===== src/rtl/i281_memdisplay_scan.sv =====
`default_nettype none
// ============================================================================
// Module   : i281_memdisplay_scan
// Function : 8-digit multiplexed hex scanner showing one 4-byte page of the
//            i281 data memory, snapshotted tear-free at each frame start.
//            Optional macro I281_AUTO_PAGE_EN cycles pages automatically.
// Revision : 1.0  initial release
// ============================================================================
module i281_memdisplay_scan #(
  parameter int REFRESH_DIV = 50000,
  parameter int PAGE_HOLD   = 64
) (
  input  logic       clock,
  input  logic       reset,
  input  logic [1:0] page_sel,
  input  logic       freeze,
  input  logic [7:0] datamem0,
  input  logic [7:0] datamem1,
  input  logic [7:0] datamem2,
  input  logic [7:0] datamem3,
  input  logic [7:0] datamem4,
  input  logic [7:0] datamem5,
  input  logic [7:0] datamem6,
  input  logic [7:0] datamem7,
  input  logic [7:0] datamem8,
  input  logic [7:0] datamem9,
  input  logic [7:0] datamem10,
  input  logic [7:0] datamem11,
  input  logic [7:0] datamem12,
  input  logic [7:0] datamem13,
  input  logic [7:0] datamem14,
  input  logic [7:0] datamem15,
  output logic [7:0] an_n,
  output logic [6:0] seg_n,
  output logic       dp_n,
  output logic [1:0] page_out
);

  localparam int                 c_cnt_w   = $clog2(REFRESH_DIV);
  localparam logic [c_cnt_w-1:0] c_cnt_max = c_cnt_w'(REFRESH_DIV - 1);

  logic [c_cnt_w-1:0] r_cnt;
  logic [2:0]         r_idx;
  logic [7:0]         r_snap [4];
  logic [1:0]         r_page;
  logic [7:0]         r_an_n;
  logic [6:0]         r_seg_n;
  logic               r_dp_n;

  logic [7:0] w_mem [16];
  logic       w_frame_start;
  logic       w_cnt_wrap;
  logic       w_load;
  logic [1:0] w_page_new;
  logic [7:0] w_byte;
  logic [3:0] w_nib;
  logic [6:0] w_font;

  assign w_mem = '{datamem0, datamem1, datamem2,  datamem3,
                   datamem4, datamem5, datamem6,  datamem7,
                   datamem8, datamem9, datamem10, datamem11,
                   datamem12, datamem13, datamem14, datamem15};

  assign w_frame_start = (r_cnt == '0) && (r_idx == 3'd0);
  assign w_cnt_wrap    = (r_cnt == c_cnt_max);
  assign w_load        = w_frame_start && !freeze;

`ifdef I281_AUTO_PAGE_EN
  localparam int                  c_fcnt_w   = (PAGE_HOLD > 1) ? $clog2(PAGE_HOLD) : 1;
  localparam logic [c_fcnt_w-1:0] c_fcnt_max = c_fcnt_w'(PAGE_HOLD - 1);

  logic [c_fcnt_w-1:0] r_fcnt;
  logic                w_hold_done;
  logic                w_unused_page_sel;

  assign w_unused_page_sel = ^page_sel;
  assign w_hold_done       = (r_fcnt == c_fcnt_max);
  // The advanced page is used for the snapshot of the same frame.
  assign w_page_new        = w_hold_done ? r_page + 2'd1 : r_page;

  always_ff @(posedge clock or posedge reset) begin
    if (reset) begin
      r_fcnt <= '0;
    end else if (w_load) begin
      r_fcnt <= w_hold_done ? '0 : r_fcnt + 1'b1;
    end
  end
`else
  assign w_page_new = page_sel;
`endif

  // Digit idx shows snap[3 - idx/2]; odd digits carry the high nibble.
  assign w_byte = r_snap[2'd3 - r_idx[2:1]];
  assign w_nib  = r_idx[0] ? w_byte[7:4] : w_byte[3:0];

  always_comb begin
    w_font = 7'h7F;
    case (w_nib)
      4'h0: w_font = 7'h40;
      4'h1: w_font = 7'h79;
      4'h2: w_font = 7'h24;
      4'h3: w_font = 7'h30;
      4'h4: w_font = 7'h19;
      4'h5: w_font = 7'h12;
      4'h6: w_font = 7'h02;
      4'h7: w_font = 7'h78;
      4'h8: w_font = 7'h00;
      4'h9: w_font = 7'h10;
      4'hA: w_font = 7'h08;
      4'hB: w_font = 7'h03;
      4'hC: w_font = 7'h46;
      4'hD: w_font = 7'h21;
      4'hE: w_font = 7'h06;
      4'hF: w_font = 7'h0E;
      default: w_font = 7'h7F;
    endcase
  end

  always_ff @(posedge clock or posedge reset) begin
    if (reset) begin
      r_cnt   <= '0;
      r_idx   <= 3'd0;
      r_page  <= 2'd0;
      r_an_n  <= 8'hFF;
      r_seg_n <= 7'h7F;
      r_dp_n  <= 1'b1;
      for (int k = 0; k < 4; k++) r_snap[k] <= 8'h00;
    end else begin
      r_cnt <= w_cnt_wrap ? '0 : r_cnt + 1'b1;
      if (w_cnt_wrap) r_idx <= r_idx + 3'd1;
      if (w_load) begin
        r_page <= w_page_new;
        for (int k = 0; k < 4; k++) r_snap[k] <= w_mem[{w_page_new, k[1:0]}];
      end
      // First clock of every slot is blanked to suppress ghosting.
      r_an_n  <= (r_cnt == '0) ? 8'hFF : ~(8'h01 << r_idx);
      r_seg_n <= w_font;
      r_dp_n  <= !(freeze && (r_idx == 3'd0) && (r_cnt != '0));
    end
  end

  assign an_n     = r_an_n;
  assign seg_n    = r_seg_n;
  assign dp_n     = r_dp_n;
  assign page_out = r_page;

endmodule
`default_nettype wire


===== config.mk =====
export PLATFORM = sky130hd
export DESIGN_NAME = i281_memdisplay_scan
export DESIGN_NICKNAME = d
export VERILOG_FILES = /design/src/rtl/i281_memdisplay_scan.sv
export SDC_FILE = /design/constraint.sdc
export NUM_CORES = 1
export LEC_CHECK = 0
export ABC_AREA = 1
export BUFFER_PORTS_ARGS = -buffer_cell sky130_fd_sc_hd__buf_4
export CAP_MARGIN = 10
export CORE_AREA = 2 2 94 96
export CTS_CLUSTER_SIZE = 12
export DETAILED_ROUTE_END_ITERATION = 8
export DIE_AREA = 0 0 96 98
export PLACE_DENSITY = 0.86
export SYNTH_ARGS = -nofsm -noshare
export SYNTH_HDL_FRONTEND = slang
export SYNTH_SLANG_ARGS = --single-unit
export TNS_END_PERCENT = 1

===== constraint.sdc =====
create_clock -name clock -period 6.66 [get_ports clock]
set_input_delay 1.332 -clock clock [delete_from_list [all_inputs] [get_ports clock]]
set_output_delay 1.332 -clock clock [all_outputs]
set_load 0.01 [all_outputs]

# Word-level counts from Yosys, hierarchy flattened
# Memories as Yosys holds them, arrays and structs flattened. A register that Yosys moved wholly into a read port is not among the register bits.
# Index checks and enable logic that the tools add are counted.
# word_totals
reg_bits,62
mem_bits_ro,112
inputBits,133
output_inout_bits,18
wordCells,53
n_memories,1
# op_classes
n_addsub,3
n_lt_le_gt_ge,5
n_eq_ne,1
shifts,1
n_mux,18
bitwise_logic,6
reduce_logical,9
# memory_table
memory,words,width,rd,rd_clocked_by_memory_dff,wr,line,rtl
(no name shown),16,7,1,1,0,98,case (w_nib)
# ops
operator,n
binary-select mux 8 bit (select 4 bit),4
two-way mux 8 bit,11
"greater-or-equal comparator 5 bit, second input constant",4
NOT 4 -> 5 bit,4
"adder 16 x 1 -> 16 bit, second input constant",1
binary-select mux 8 bit (select 2 bit),1
"equality test 16 bit, second input constant",1
zero test 16 bit,1
two-way mux 16 bit,1
nonzero test 16 bit,1
NOT 8 bit,1
"left shift 1 x 3 -> 8 bit, first input constant",1
logical AND 1 bit,4
two-way mux 4 bit,1
"adder 3 x 1 -> 3 bit, second input constant",1
"greater-or-equal comparator 3 bit, second input constant",1
zero test 3 bit,1
NOT 2 -> 3 bit,1
zero test 1 bit,2
"subtractor 2 bit, first input constant",1

# Logic depth before layout (Yosys ltp)
# logic_depth
depth_word,6
mapped_depth,12
ltp_nobuf,11

# Least setup slack after synthesis
# Ideal clock, no wire load.
# synth_path
path_kind,input -> register
start,input port page_sel[0]
end,register r_snap[18] (netlist name)
arrival_time_ns,2.108
t_required_ns,6.542
slack_ns,4.434
cell_stages,8
path_cell_list,buf_4 -> inv_2 -> buf_4 -> buf_4 -> o21ai_0 -> o22ai_1 -> nand3_1 -> nand2_1
# synth_between
elab_chain_len,4
# synth_rtl
item,line,rtl
start: declaration,15,"input logic [1:0] page_sel,"
NOT 4 -> 5 bit (implied by the code),133,"for (int k = 0; k < 4; k++) r_snap[k] <= w_mem[{w_page_new, k[1:0]}];"
binary-select mux 8 bit (select 4 bit),133,
two-way mux 8 bit (implied by the code) (2 in series),133,
end: declaration,44,logic [7:0] r_snap [4];
# Every way passes these cells. The select of a mux whose other input is x is not followed.
# A chain may end at the register's enable or synchronous reset.

# Worst setup path after layout
# layout_path
start,input port page_sel[0]
end,register r_snap[5] (netlist name)
# The elaborated chain is that of the path after synthesis.

==> results.md <==
* Status: finished, final reports clean
* Setup-failing EPs final at 0
* Critical path start-end classification: in -> reg
* CP Launch Type: primary input
* Die width at 96 um
* Row cnt at 34
* Power Density at roughly 170 mW/mm^2
* Final clock skew at around 0.013 ns
* Reg2reg path depth at 7
* Global-route wire length before repair at a little over 20000 um
* Commonest non-fill, non-tap cells in the layout: 151 x buf_4, 123 x nand2_1, 106 x nor2_1
* Area grow syn2layout at 28.1%
* Worst setup EP type: flip-flop
* Max Root-Sink Buffers at 2
* Hold slack at 0.486 ns
* Setup Fix Bufs, Post-CTS at 0
* Initial antenna violation count at 0
* Die ar. at about 0.0094 mm^2
* CTS sink cnt at 69
* Hold Startpoint: r_snap[10]
* Setup WS post-layout at 3.94 ns
* CTS tree: built
* Largest net degree at the start of global routing at 70
* Wirelength, routed at 12300 um
* Post-synth design cell area at 0.00453 mm^2
* Slowest cell on the critical path: inv_2
* Routed len/inst at between 10 and 15 um
* Worst vdd ir at 74.2 uV
* Clk slew on worst S/H paths at 0.07 ns
* Worst rel slew slack at 0.414
* RSZ-0062 raised after global routing: no
* Hold endpoint: r_snap[10]
* LEAKAGE at 0.00297 uW
* Total gr overflow at 0
* I/O pins at 151
* Crit. Startpoint: page_sel[0]
* Detailed Place HPWL at 9290 um
* CTS root buffer: clkbuf_8
* Final non-filler cell total at 881
* Share of layout cells above drive strength 1 at 0.266
* CP max FO at 65
* Yosys reg bits at 69
* Gpl congestion at 0.965
* Core Area at 0.00847 mm^2
* YS warnings at 0
* Starting DRT DRC Count at 260
* Final ANT Viol Nets at 0
* Drc violations at 0
* Cts hold-fix bufs at 0
* Post-Route Utilization at 0.686
* Placed Instances at 865
* CP arrival at between 2 and 3 ns
* First-pass detailed-route iteration total at 7
* DR vias/cell at 5.40
* Overall Global Routing Usage at 0.267
* Most common cell after layout, fill and taps aside: buf_4
* PostCTS Resize Cnt at 0
* Crit path required time at 6.87 ns
* Reg2reg end: page_out[1]
* Hold path cells at 2
* Latest clock arrival within the worst-skew pair at 0.34 ns
* Die Span Y at a little under 100 um
* CTS Buf Count at 9
* Final min period at roughly 2.7 ns
* Max incr delay on CP at 0.48 ns
* NumNets Final at 915
* Register area at 0.00175 mm^2
* FF-to-FF setup slack at 4.06 ns
* Highest clock rate at 368 MHz
* Crit-path cells: buf_4 -> inv_2 -> o21ai_0 -> o22ai_1 -> nor2_1 -> a21oi_1
* Fillers at 684
* Dpl ws at 3.63 ns
* Fin crit share at 0.408
* Antenna cells at 0
* Reg2Reg Launch Point: r_idx[1]
* Vias in the first global route at 4517
* Avg Inst Size Synth at 7.11 um^2
* Multi-input gate area at 0.00231 mm^2
* Final hold vios at 0
* Measured slew at the worst slew-check pin at 0.880 ns
* Maximum capacitance violations at 0
* Slew Limit Fails at 0
* Worst hold path class: reg -> reg
* Via count at ~4800
* Register area share after synthesis at 0.385
* Net Count, Synth at 785
* Netlist cell types at 32
* CTS H-tree lvls at 3
* IO buf count at 150
* Setup TNS at 0 ns
* Mapped Cells at around 640
* Initial core utilization at 0.536
==> worst max-delay path by stage <==
stage / end / slack, ns
final: r_snap[5] / 3.94
after global routing: r_snap[12] / 3.80
after CTS: r_snap[5] / 3.97
after detailed placement: r_snap[5] / 3.63
after global placement: r_snap[5] / 3.64
after floorplan: page_out[0] / 3.61
==> routing by layer <==
metal,part of all wire,track usage
met5,0,0
met4,0.016,0.0758
met3,0.072,0.0602
met2,0.50,0.433
met1,0.41,0.357
==> cell families (layout without fill, tap and decap cells) <==
family / after synthesis / count (layout) / share of synthesized area
AOI/OAI and AO/OA: 126 / 126 / 0.149
adders and majority gates: 14 / 14 / 0.0386
and+or+nand+nor: 320 / 320 / 0.311
buffers and inverters: 103 / 238 / 0.105
xor gates and xnor gates: 6 / 6 / 0.0116
DFF: 69 / 69 / 0.385
==> per-stage QoR <==
stage | area (um^2) | power, uW
final | 5810 | 992
after global routing | 5810 | 1050
after CTS | 5810 | 999
after detailed placement | 5600 | 643
after global placement | 5600 | 639
after floorplan | 4530 | 552
==> critical path: cells and delay by family <==
kind	cells	cell delay, ns
buffers and inverters	2	0.92
and+or+nand+nor	1	0.13
AOI/OAI and AO/OA	3	0.52
==> report_power, final <==
| part | switching [uW] | internal, uW | total (uW) |
|---|---|---|---|
| Sequential | 8.41 | 444 | 452 |
| Combinational | 92.1 | 92.0 | 184 |
| Clock | 152 | 203 | 355 |
| Total | 253 | 739 | 992 |
==> synthesized netlist by cell type (all sizes together) <==
cell / n / area [um^2]
nor2: 114 / 472
xor2: 6 / 52.6
nand3b: 2 / 15.0
o22ai: 32 / 200
nand4: 4 / 25.0
buf: 18 / 150
clkbuf: 14 / 56.3
dfstp: 16 / 420
nand2: 129 / 509
dfrtp: 53 / 1330
nor3: 4 / 20.0
inv: 70 / 265
o211ai: 2 / 15.0
ha: 14 / 175
a21oi: 17 / 85.1
nand3: 67 / 368
o21ai: 75 / 375
clkinv: 1 / 3.75
==> area by class of cell <==
cell class                      instances  area share
Clock buffer                           13      0.0291
Clock inverter                          3     0.00732
Inverter                               71      0.0463
Multi-Input combinational cell        466       0.398
Sequential cell                        69       0.301
Tap cell                              108      0.0233
Timing Repair Buffer                  151       0.195
==> flip-flops by register name, indices dropped and copies added, names as in the netlist <==
| register | cells |
|---|---|
| dp_n | 1 |
| r_snap | 32 |
| an_n | 8 |
| r_cnt | 16 |
| seg_n | 7 |
| page_out | 2 |
| r_idx | 3 |
Power figures use the tool's default switching activity.
